$ cat config.mk
export PLATFORM = sky130hd
export DESIGN_NAME = decode_stage
export DESIGN_NICKNAME = d
export VERILOG_FILES = /design/src/rtl/riscv_pkg.sv /design/src/rtl/imm_gen.sv /design/src/rtl/decode_stage.sv
export SDC_FILE = /design/constraint.sdc
export NUM_CORES = 1
export LEC_CHECK = 0
export CAP_MARGIN = 20
export CORE_MARGIN = 2
export CORE_UTILIZATION = 43
export DETAILED_ROUTE_END_ITERATION = 10
export PLACE_DENSITY = 0.87
export SLEW_MARGIN = 25
export SYNTH_ARGS = -nofsm -noshare
export SYNTH_HDL_FRONTEND = slang
export SYNTH_SLANG_ARGS = --single-unit
$ cat constraint.sdc
create_clock -name clk -period 3.4 [get_ports clk]
set_input_delay 0.51 -clock clk [delete_from_list [all_inputs] [get_ports clk]]
set_output_delay 0.51 -clock clk [all_outputs]
set_load 0.02 [all_outputs]
$ cat src/rtl/riscv_pkg.sv
// Shared RV32I decode definitions: opcodes, immediate formats and the ID/EX control bundle.
// Pure types and constants; no timing or backpressure of its own.
package riscv_pkg;

  localparam logic [6:0] OPC_LUI    = 7'b0110111;
  localparam logic [6:0] OPC_AUIPC  = 7'b0010111;
  localparam logic [6:0] OPC_JAL    = 7'b1101111;
  localparam logic [6:0] OPC_JALR   = 7'b1100111;
  localparam logic [6:0] OPC_BRANCH = 7'b1100011;
  localparam logic [6:0] OPC_LOAD   = 7'b0000011;
  localparam logic [6:0] OPC_STORE  = 7'b0100011;
  localparam logic [6:0] OPC_OPIMM  = 7'b0010011;
  localparam logic [6:0] OPC_OP     = 7'b0110011;

  typedef enum logic [2:0] {
    FMT_R,
    FMT_I,
    FMT_S,
    FMT_B,
    FMT_U,
    FMT_J
  } imm_fmt_e;

  typedef struct packed {
    logic reg_write;
    logic mem_read;
    logic mem_write;
    logic alu_src;
    logic branch;
    logic jump;
    logic illegal;
  } ctrl_t;

endpackage

$ cat src/rtl/imm_gen.sv
// Immediate generator: assembles the format-specific immediate and sign-extends it to DATAWIDTH.
// Purely combinational, zero latency, no backpressure.
module imm_gen
  import riscv_pkg::*;
#(
  parameter int DATAWIDTH = 32
) (
  input  logic [31:7]          instr,
  input  imm_fmt_e             fmt,
  output logic [DATAWIDTH-1:0] imm
);

  logic signed [31:0] imm32;

  always_comb begin
    imm32 = '0;
    case (fmt)
      FMT_I:   imm32 = {{20{instr[31]}}, instr[31:20]};
      FMT_S:   imm32 = {{20{instr[31]}}, instr[31:25], instr[11:7]};
      FMT_B:   imm32 = {{19{instr[31]}}, instr[31], instr[7], instr[30:25], instr[11:8], 1'b0};
      FMT_U:   imm32 = {instr[31:12], 12'b0};
      FMT_J:   imm32 = {{11{instr[31]}}, instr[31], instr[19:12], instr[20], instr[30:21], 1'b0};
      default: imm32 = '0;
    endcase
  end

  // Signed size cast carries bit 31 up when DATAWIDTH exceeds 32.
  assign imm = DATAWIDTH'(imm32);

endmodule

$ cat src/rtl/decode_stage.sv
// RV32I decode + ID/EX register; result visible one edge after accept, aligned with registered RF reads.
// Stalls fetch while EX holds the register or a load-use hazard is seen; flush kills held and incoming.
module decode_stage
  import riscv_pkg::*;
#(
  parameter int DATAWIDTH = 32
) (
  input  logic                 clk,
  input  logic                 rst,
  input  logic                 if_valid,
  output logic                 if_ready,
  input  logic [31:0]          if_instr,
  input  logic [DATAWIDTH-1:0] if_pc,
  input  logic                 flush,
  input  logic                 hz_load,
  input  logic [4:0]           hz_rd,
  output logic [4:0]           readReg1,
  output logic [4:0]           readReg2,
  output logic                 ex_valid,
  input  logic                 ex_ready,
  output logic [DATAWIDTH-1:0] ex_pc,
  output logic [DATAWIDTH-1:0] ex_imm,
  output logic [4:0]           ex_rs1,
  output logic [4:0]           ex_rs2,
  output logic [4:0]           ex_rd,
  output logic [2:0]           ex_funct3,
  output logic                 ex_funct7b5,
  output logic                 ex_reg_write,
  output logic                 ex_mem_read,
  output logic                 ex_mem_write,
  output logic                 ex_alu_src,
  output logic                 ex_branch,
  output logic                 ex_jump,
  output logic                 ex_illegal
);

  logic [6:0]           opcode;
  logic [4:0]           dec_rs1, dec_rs2, dec_rd;
  imm_fmt_e             dec_fmt;
  ctrl_t                dec_ctrl;
  logic [DATAWIDTH-1:0] dec_imm;
  logic                 uses_rs1, uses_rs2, hazard, accept;

  logic                 ex_valid_q, ex_valid_d;
  logic [DATAWIDTH-1:0] ex_pc_q, ex_pc_d;
  logic [DATAWIDTH-1:0] ex_imm_q, ex_imm_d;
  logic [4:0]           ex_rs1_q, ex_rs1_d;
  logic [4:0]           ex_rs2_q, ex_rs2_d;
  logic [4:0]           ex_rd_q, ex_rd_d;
  logic [2:0]           ex_funct3_q, ex_funct3_d;
  logic                 ex_funct7b5_q, ex_funct7b5_d;
  ctrl_t                ex_ctrl_q, ex_ctrl_d;

  assign opcode  = if_instr[6:0];
  assign dec_rd  = if_instr[11:7];
  assign dec_rs1 = if_instr[19:15];
  assign dec_rs2 = if_instr[24:20];

  always_comb begin
    dec_ctrl = '0;
    dec_fmt  = FMT_R;
    case (opcode)
      OPC_LUI: begin
        dec_fmt = FMT_U; dec_ctrl.reg_write = 1'b1; dec_ctrl.alu_src = 1'b1;
      end
      OPC_AUIPC: begin
        dec_fmt = FMT_U; dec_ctrl.reg_write = 1'b1; dec_ctrl.alu_src = 1'b1;
      end
      OPC_JAL: begin
        dec_fmt = FMT_J; dec_ctrl.reg_write = 1'b1; dec_ctrl.jump = 1'b1;
      end
      OPC_JALR: begin
        dec_fmt = FMT_I; dec_ctrl.reg_write = 1'b1; dec_ctrl.jump = 1'b1;
        dec_ctrl.alu_src = 1'b1;
      end
      OPC_BRANCH: begin
        dec_fmt = FMT_B; dec_ctrl.branch = 1'b1;
      end
      OPC_LOAD: begin
        dec_fmt = FMT_I; dec_ctrl.reg_write = 1'b1; dec_ctrl.mem_read = 1'b1;
        dec_ctrl.alu_src = 1'b1;
      end
      OPC_STORE: begin
        dec_fmt = FMT_S; dec_ctrl.mem_write = 1'b1; dec_ctrl.alu_src = 1'b1;
      end
      OPC_OPIMM: begin
        dec_fmt = FMT_I; dec_ctrl.reg_write = 1'b1; dec_ctrl.alu_src = 1'b1;
      end
      OPC_OP: begin
        dec_fmt = FMT_R; dec_ctrl.reg_write = 1'b1;
      end
      default: begin
        dec_fmt = FMT_R; dec_ctrl.illegal = 1'b1;
      end
    endcase
    if (dec_rd == 5'd0) dec_ctrl.reg_write = 1'b0;
  end

  imm_gen #(.DATAWIDTH(DATAWIDTH)) u_imm_gen (
    .instr (if_instr[31:7]),
    .fmt   (dec_fmt),
    .imm   (dec_imm)
  );

  // Unknown opcodes decode as R-format, so they conservatively stall on either source.
  assign uses_rs1 = (dec_fmt != FMT_U) && (dec_fmt != FMT_J);
  assign uses_rs2 = (dec_fmt == FMT_R) || (dec_fmt == FMT_S) || (dec_fmt == FMT_B);
  assign hazard   = hz_load && (hz_rd != 5'd0) &&
                    ((uses_rs1 && dec_rs1 == hz_rd) || (uses_rs2 && dec_rs2 == hz_rd));
  assign if_ready = (!ex_valid_q || ex_ready) && !hazard;
  assign accept   = if_valid && if_ready;

  // During a stall the RF re-reads the held sources so readData stays matched to ex_*.
  assign readReg1 = if_ready ? dec_rs1 : ex_rs1_q;
  assign readReg2 = if_ready ? dec_rs2 : ex_rs2_q;

  always_comb begin
    ex_valid_d    = ex_valid_q;
    ex_pc_d       = ex_pc_q;
    ex_imm_d      = ex_imm_q;
    ex_rs1_d      = ex_rs1_q;
    ex_rs2_d      = ex_rs2_q;
    ex_rd_d       = ex_rd_q;
    ex_funct3_d   = ex_funct3_q;
    ex_funct7b5_d = ex_funct7b5_q;
    ex_ctrl_d     = ex_ctrl_q;
    if (flush) begin
      ex_valid_d = 1'b0;
    end else if (accept) begin
      ex_valid_d    = 1'b1;
      ex_pc_d       = if_pc;
      ex_imm_d      = dec_imm;
      ex_rs1_d      = dec_rs1;
      ex_rs2_d      = dec_rs2;
      ex_rd_d       = dec_rd;
      ex_funct3_d   = if_instr[14:12];
      ex_funct7b5_d = if_instr[30];
      ex_ctrl_d     = dec_ctrl;
    end else if (ex_ready) begin
      ex_valid_d = 1'b0;
    end
  end

  always_ff @(posedge clk or posedge rst) begin
    if (rst) begin
      ex_valid_q    <= 1'b0;
      ex_pc_q       <= '0;
      ex_imm_q      <= '0;
      ex_rs1_q      <= '0;
      ex_rs2_q      <= '0;
      ex_rd_q       <= '0;
      ex_funct3_q   <= '0;
      ex_funct7b5_q <= 1'b0;
      ex_ctrl_q     <= '0;
    end else begin
      ex_valid_q    <= ex_valid_d;
      ex_pc_q       <= ex_pc_d;
      ex_imm_q      <= ex_imm_d;
      ex_rs1_q      <= ex_rs1_d;
      ex_rs2_q      <= ex_rs2_d;
      ex_rd_q       <= ex_rd_d;
      ex_funct3_q   <= ex_funct3_d;
      ex_funct7b5_q <= ex_funct7b5_d;
      ex_ctrl_q     <= ex_ctrl_d;
    end
  end

  assign ex_valid     = ex_valid_q;
  assign ex_pc        = ex_pc_q;
  assign ex_imm       = ex_imm_q;
  assign ex_rs1       = ex_rs1_q;
  assign ex_rs2       = ex_rs2_q;
  assign ex_rd        = ex_rd_q;
  assign ex_funct3    = ex_funct3_q;
  assign ex_funct7b5  = ex_funct7b5_q;
  assign ex_reg_write = ex_ctrl_q.reg_write;
  assign ex_mem_read  = ex_ctrl_q.mem_read;
  assign ex_mem_write = ex_ctrl_q.mem_write;
  assign ex_alu_src   = ex_ctrl_q.alu_src;
  assign ex_branch    = ex_ctrl_q.branch;
  assign ex_jump      = ex_ctrl_q.jump;
  assign ex_illegal   = ex_ctrl_q.illegal;

endmodule

* After elaboration in Yosys (flattened, before gate mapping)
Cells that the tools add are included. Widths: inputs -> output; s select.
Cells by class: equality and inequality tests 18, reductions and logical operators 24, bitwise logic cells 1, muxes and demuxes 15
Operators by type and width (number):
- $pmux 32 s5 | 1
- $eq 7x6->1 const B | 3
- $eq 7x7->1 const B | 3
- $pmux 3 s5 | 1
- $eq 7x5->1 const B | 2
- $mux 1 | 11
- $eq 5x5->1 | 2
- $mux 5 | 2
- $reduce_or 9->1 | 1
- $eq 7x2->1 const B | 1
- $logic_and 1x1->1 | 7
- $reduce_or 7->1 | 1
- $eq 3x2->1 const B | 2
- $eq 3x3->1 const B | 2
- $ne 3x3->1 const B | 2
- $reduce_or 6->1 | 1
- $logic_not 5->1 | 1
- $reduce_bool 5->1 | 1
- $logic_or 1x1->1 | 4
- $reduce_or 2->1 | 2
- $eq 3x1->1 const B | 1
- $logic_not 3->1 | 1
- $reduce_bool 3->1 | 1
- $reduce_or 3->1 | 1
- 3 further kinds | 4
Word-level totals: flip-flop bits (word level) 91, output and inout port bits 102

* Logic depth before layout (Yosys ltp)
depth after elaboration 14, mapped depth 8

* Cells and area by module
Synthesis repeated with hierarchy kept, for this count alone.
Second synthesis, totals: cell total of the unflattened synthesis 365, area total of the unflattened synthesis 4528.1 um^2
By module, submodules not included:
- decode_stage | cells each 299, instances 1, area each 4137.7 um^2
- imm_gen | cells each 66, instances 1, area each 390.4 um^2

* Worst setup path after synthesis
Ideal clock, no wire load.
path kind in2out, start in if_instr[5], end out readReg1[0], buffers on the path 1, setup slack 0.749 ns, arrival time 2.141 ns, stages 6, path through or3_1 a211oi_4 nor4_1 o21ai_1 buf_4 mux2_1
On the way: longest elaborated chain between the ends 12
RTL lines:
- start, declared | line decode_stage.sv:12 | input logic [31:0] if_instr,
- $eq 7x5->1 (tied with other cells) | line decode_stage.sv:62 | case (opcode)
- $reduce_or 3->1 (no line) or $reduce_or 2->1 (tied branches)
- $pmux 3 s5 (*) | line decode_stage.sv:62
- $eq 3x2->1 or $logic_not 3->1 (tied branches) | line decode_stage.sv:107 | assign uses_rs2 = (dec_fmt == FMT_R) || (dec_fmt == FMT_S) || (dec_fmt == FMT_B);
- $logic_or 1x1->1 (2 in series) | line decode_stage.sv:107
- $logic_and 1x1->1 | line decode_stage.sv:109 | ((uses_rs1 && dec_rs1 == hz_rd) || (uses_rs2 && dec_rs2 == hz_rd));
- $logic_or 1x1->1 (*) | line decode_stage.sv:109
- $logic_and 1x1->1 (*) | line decode_stage.sv:108 | assign hazard = hz_load && (hz_rd != 5'd0) &&
- $logic_not 1->1 (*) | line decode_stage.sv:110 | assign if_ready = (!ex_valid_q || ex_ready) && !hazard;
- $logic_and 1x1->1 (*) | line decode_stage.sv:110
- named net if_ready | line decode_stage.sv:11 | output logic if_ready,
- $mux 5 (*) | line decode_stage.sv:114 | assign readReg1 = if_ready ? dec_rs1 : ex_rs1_q;
- end, declared | line decode_stage.sv:17 | output logic [4:0] readReg1,
The timed path passes the listed nets; every way through them passes the cells marked *.

* Final worst setup path
start in hz_rd[1], end out readReg2[4]
On the way: longest elaborated chain between the ends 7
RTL lines:
- start, declared | line decode_stage.sv:16 | input logic [4:0] hz_rd,
- $eq 5x5->1 | line decode_stage.sv:109
- $logic_and 1x1->1 | line decode_stage.sv:109
- $logic_or 1x1->1 | line decode_stage.sv:109
- $logic_and 1x1->1 (*) | line decode_stage.sv:108
- $logic_not 1->1 (*) | line decode_stage.sv:110
- $logic_and 1x1->1 (*) | line decode_stage.sv:110
- $mux 5 (*) | line decode_stage.sv:115 | assign readReg2 = if_ready ? dec_rs2 : ex_rs2_q;
- end, declared | line decode_stage.sv:18 | output logic [4:0] readReg2,
Mark *: on every way between the ends. The rest lies on a longest branch, timed or not.

==> results summary <==
The clock-pin transition on the worst setup and hold timing paths is 0.09 ns. The async set-or-reset flop fraction in the synthesized netlist came out at 1.00. The tightest hold path in the finished design has a slack of 0.489 ns. The cell count after synthesis is 331. The first-pass GRT wire length came out at 17.3 mm.

The initialized floorplan defines 36 standard-cell rows. The chip height came out at 103 um. 177 I/O pins were placed. The routed design has 11.3 mm of wire. The synthesized netlist net count is 406. Data on the critical path arrives at its endpoint at 2.75 ns.

The reg-to-reg startpoint is ex_valid$_DFFE_PP0P_. The number of global-route vias before repair came to 3,394. Based on the critical path, the design can be clocked at up to 307 MHz. For this run the aggregate overflow at the end of global routing stands at 0. The type of destination of the critical path is an output pin. The HPWL reported at the end of detailed placement came out at 8.46 mm. The buffer depth of the longest clock path came out at 2.

Counting flops with a built-in enable in the synthesized netlist gives 0. The DRC violation count after routing came out at 0. The peak fanout along the critical path came out at 5. The tree built by TritonCTS fans out to 91 sinks.

The flow ran to the end, and the final reports show no timing, DRC or antenna violations. The worst path in the final design needs a cycle of 3.26 ns, including I/O delays and setup. The detailed-router iteration count before antenna repair came out at 4. The CTS tree is yes.

The synthesized netlist contains 39 unique library cells. The startpoint identified for the worst hold timing path is ex_imm[3]$_DFFE_PP0P_. The number of antenna violations at the first check in global routing came to 0. In this run the power density over the cells is 470 nW/um2. For hold timing, the worst endpoint is ex_imm[3]$_DFFE_PP0P_. The normalized max-slew margin is 0.399. The count of buffers from port buffering is 176. The number of hold-slack violations in the final timing report came to 0. The final cell count without fillers came out at 673. The worst endpoint required time is 2.89 ns. The overall power of the completed layout came out at 3030 uW.

The initial standard-cell utilization of the core is 0.437. The floorplan step defined a die boundary enclosing 10,500 um2. The slack of the worst reg-to-reg path came out at 1.36 ns. The worst-skew pair later-pin latency came out at 0.36 ns. The last weighted congestion value of the routability-driven placer came out at 0.928. The largest net degree at the start of global routing came out at 62. The number of hold buffers added after cts is 0. The via density per instance came out at 5.01. The initial DRC count came out at 152. The post-route clock skew is 0.00655 ns. The number of filler instances in the final layout came out at 736. The detailed-route via count is 3,375. At the end of the flow, the number of nets in the layout was 610. The worst setup path is of the in -> out kind. The post-synthesis sequential element count came out at 91. The number of buffers inserted during clock tree synthesis is 9. The die boundary width came out at 103 um. Setup repair after global routing left no endpoint under its margin. The post-synthesis area per instance is 12.7 um2. The remaining antenna violation count is 0. The placeable core region is 9590 um2.

The worst voltage drop across the vdd grid is 0.356 mV. The final setup violation count came out at 0. The all-layer global routing usage came out at 0.214. The worst setup path is launched from an input port. In this run the static leakage power is 0.00273 uW.

Summed over all failing endpoints, the final setup total negative slack is 0 ns. Compared with the post-synthesis result, the final layout area differs by 53.9%. The number of cells traversed by the worst register-to-register path is 6. The count of pins over their slew limit came out at 0. In this run the worst hold path is classified as reg -> reg.

Counting instances, the worst hold path has a depth of 1. The average routed wire per standard cell came out at 16.8 um. After synthesis the cells add up to 4190 um2. The slew of the pin with the lowest slew margin is 0.892 ns.

The most common cell after layout, fill and taps aside is sky130_fd_sc_hd__clkdlybuf4s50_1. The worst register-to-register path ends at ex_rs2[3]$_DFFE_PP0P_. The sequential fraction of the synthesis area came out at 0.544. The total of warnings raised by yosys came out at 0. In the layout the commonest cells are 165 x sky130_fd_sc_hd__clkdlybuf4s50_1, 91 x sky130_fd_sc_hd__dfrtp_1, 68 x sky130_fd_sc_hd__mux2_1. Clock tree synthesis selected as its root buffer the cell sky130_fd_sc_hd__clkbuf_8.

The share of the clock period used by the worst path is 0.958. The max-capacitance violation count is 0. The number of placed instances, taps included came out at 653. Among all flip-flop cells after synthesis, the most frequent one is sky130_fd_sc_hd__dfrtp_1. The number of H-tree branching levels is 3. 0 antenna diodes ended up in the layout. The fraction of layout cells with a size suffix above 1 came out at 0.130.
## critical path, stage by stage
cell                              delay [ns]
sky130_fd_sc_hd__clkdlybuf4s50_1        0.41
sky130_fd_sc_hd__or4_1                  0.51
sky130_fd_sc_hd__o21ai_0                0.30
sky130_fd_sc_hd__o31ai_1                0.13
sky130_fd_sc_hd__o21ai_2                0.10
sky130_fd_sc_hd__buf_4                  0.18
sky130_fd_sc_hd__buf_12                 0.11
sky130_fd_sc_hd__mux2_2                 0.32
sky130_fd_sc_hd__clkbuf_2               0.16
## area by class of cell
class | instances | area (um2) | area share
clock inverters | 7 | 73.8 | 0.0114
well taps | 133 | 166 | 0.0258
clock buffers | 9 | 124 | 0.0192
repair buffers | 208 | 2000 | 0.310
inverters | 32 | 123 | 0.0190
multi-input cells | 193 | 1690 | 0.262
flip-flops and latches | 91 | 2280 | 0.353
## worst max-delay path by stage
stage                     slack [ns]  cells past startpoint        start                      to
after global placement         -0.15                      8  if_instr[5]             readReg2[4]
after CTS                      0.006                      8  if_instr[5]             readReg2[4]
after detailed placement       -0.23                      8  if_instr[5]             readReg2[4]
final                           0.14                      9     hz_rd[1]             readReg2[4]
after global routing            0.03                      9     hz_rd[1]             readReg2[4]
after floorplan                 0.53                      1          rst  ex_alu_src$_DFFE_PP0P_
## synth_stat cells (3+ instances only)
master                    number  area [um2]
sky130_fd_sc_hd__dfrtp_1      91        2280
sky130_fd_sc_hd__mux2_1       68         766
sky130_fd_sc_hd__inv_1        32         120
sky130_fd_sc_hd__mux2i_1      28         280
sky130_fd_sc_hd__a21oi_1      21         105
sky130_fd_sc_hd__nand2_1      11        41.3
sky130_fd_sc_hd__xnor2_1       8        70.1
sky130_fd_sc_hd__buf_6         7        78.8
sky130_fd_sc_hd__nor2_1        7        26.3
sky130_fd_sc_hd__o21ai_0       6        30.0
sky130_fd_sc_hd__a22o_1        5        43.8
sky130_fd_sc_hd__buf_4         4        30.0
sky130_fd_sc_hd__mux2_2        4        45.0
sky130_fd_sc_hd__nand3_1       4        20.0
sky130_fd_sc_hd__or3_1         3        18.8
## metal layers
| layer | global-route usage | up-vias | share of wire |
|---|---|---|---|
| met3 | 0.0739 | 19 | 0.083 |
| met2 | 0.353 | 140 | 0.50 |
| met5 | 0 | - | 0 |
| met4 | 0.0574 | 0 | 0.014 |
| li1 | - | 1565 | - |
| met1 | 0.270 | 1651 | 0.40 |
## logic make-up after synthesis
kind of cell,Yosys count,share of synthesized area
XOR/XNOR,10,0.0209
flip-flops,91,0.544
AND/OR/NAND/NOR,37,0.0463
multiplexers,100,0.260
buffers and inverters,47,0.0585
AO/OA/AOI/OAI,46,0.0702
## flip-flops by register name, indices dropped and copies added (netlist names)
| signal | cells |
|---|---|
| ex_alu_src | 1 |
| ex_branch | 1 |
| ex_funct3 | 3 |
| ex_funct7b5 | 1 |
| ex_illegal | 1 |
| ex_imm | 32 |
| ex_jump | 1 |
| ex_mem_read | 1 |
| ex_mem_write | 1 |
| ex_pc | 32 |
| ex_rd | 5 |
| ex_reg_write | 1 |
| ex_rs1 | 5 |
| ex_rs2 | 5 |
| ex_valid | 1 |
## timing repair
action / 4_1_cts / 5_1_grt
buffers inserted: 0 / 4
pin swaps: 1 / 3
resized for setup: 10 / 25
setup endpoints to repair: 10 / 11
## per-stage QoR
step                 util  setup WS (ns)  cell area [um2]
floorplan               -          0.526             4190
global placement    0.650         -0.146             6240
detailed placement  0.650         -0.229             6240
CTS                 0.670        0.00592             6430
global route        0.672         0.0343             6450
finish              0.672          0.142             6450
## power breakdown
part / switching, uW / total [uW] / leakage (uW) / internal, uW
combinational: 471 / 977 / 0.00148 / 506
clock: 397 / 740 / 0.000100 / 344
sequential: 80.2 / 1310 / 0.00115 / 1230
total: 947 / 3030 / 0.00273 / 2080
Note: power is estimated with default switching activity, not from simulation.
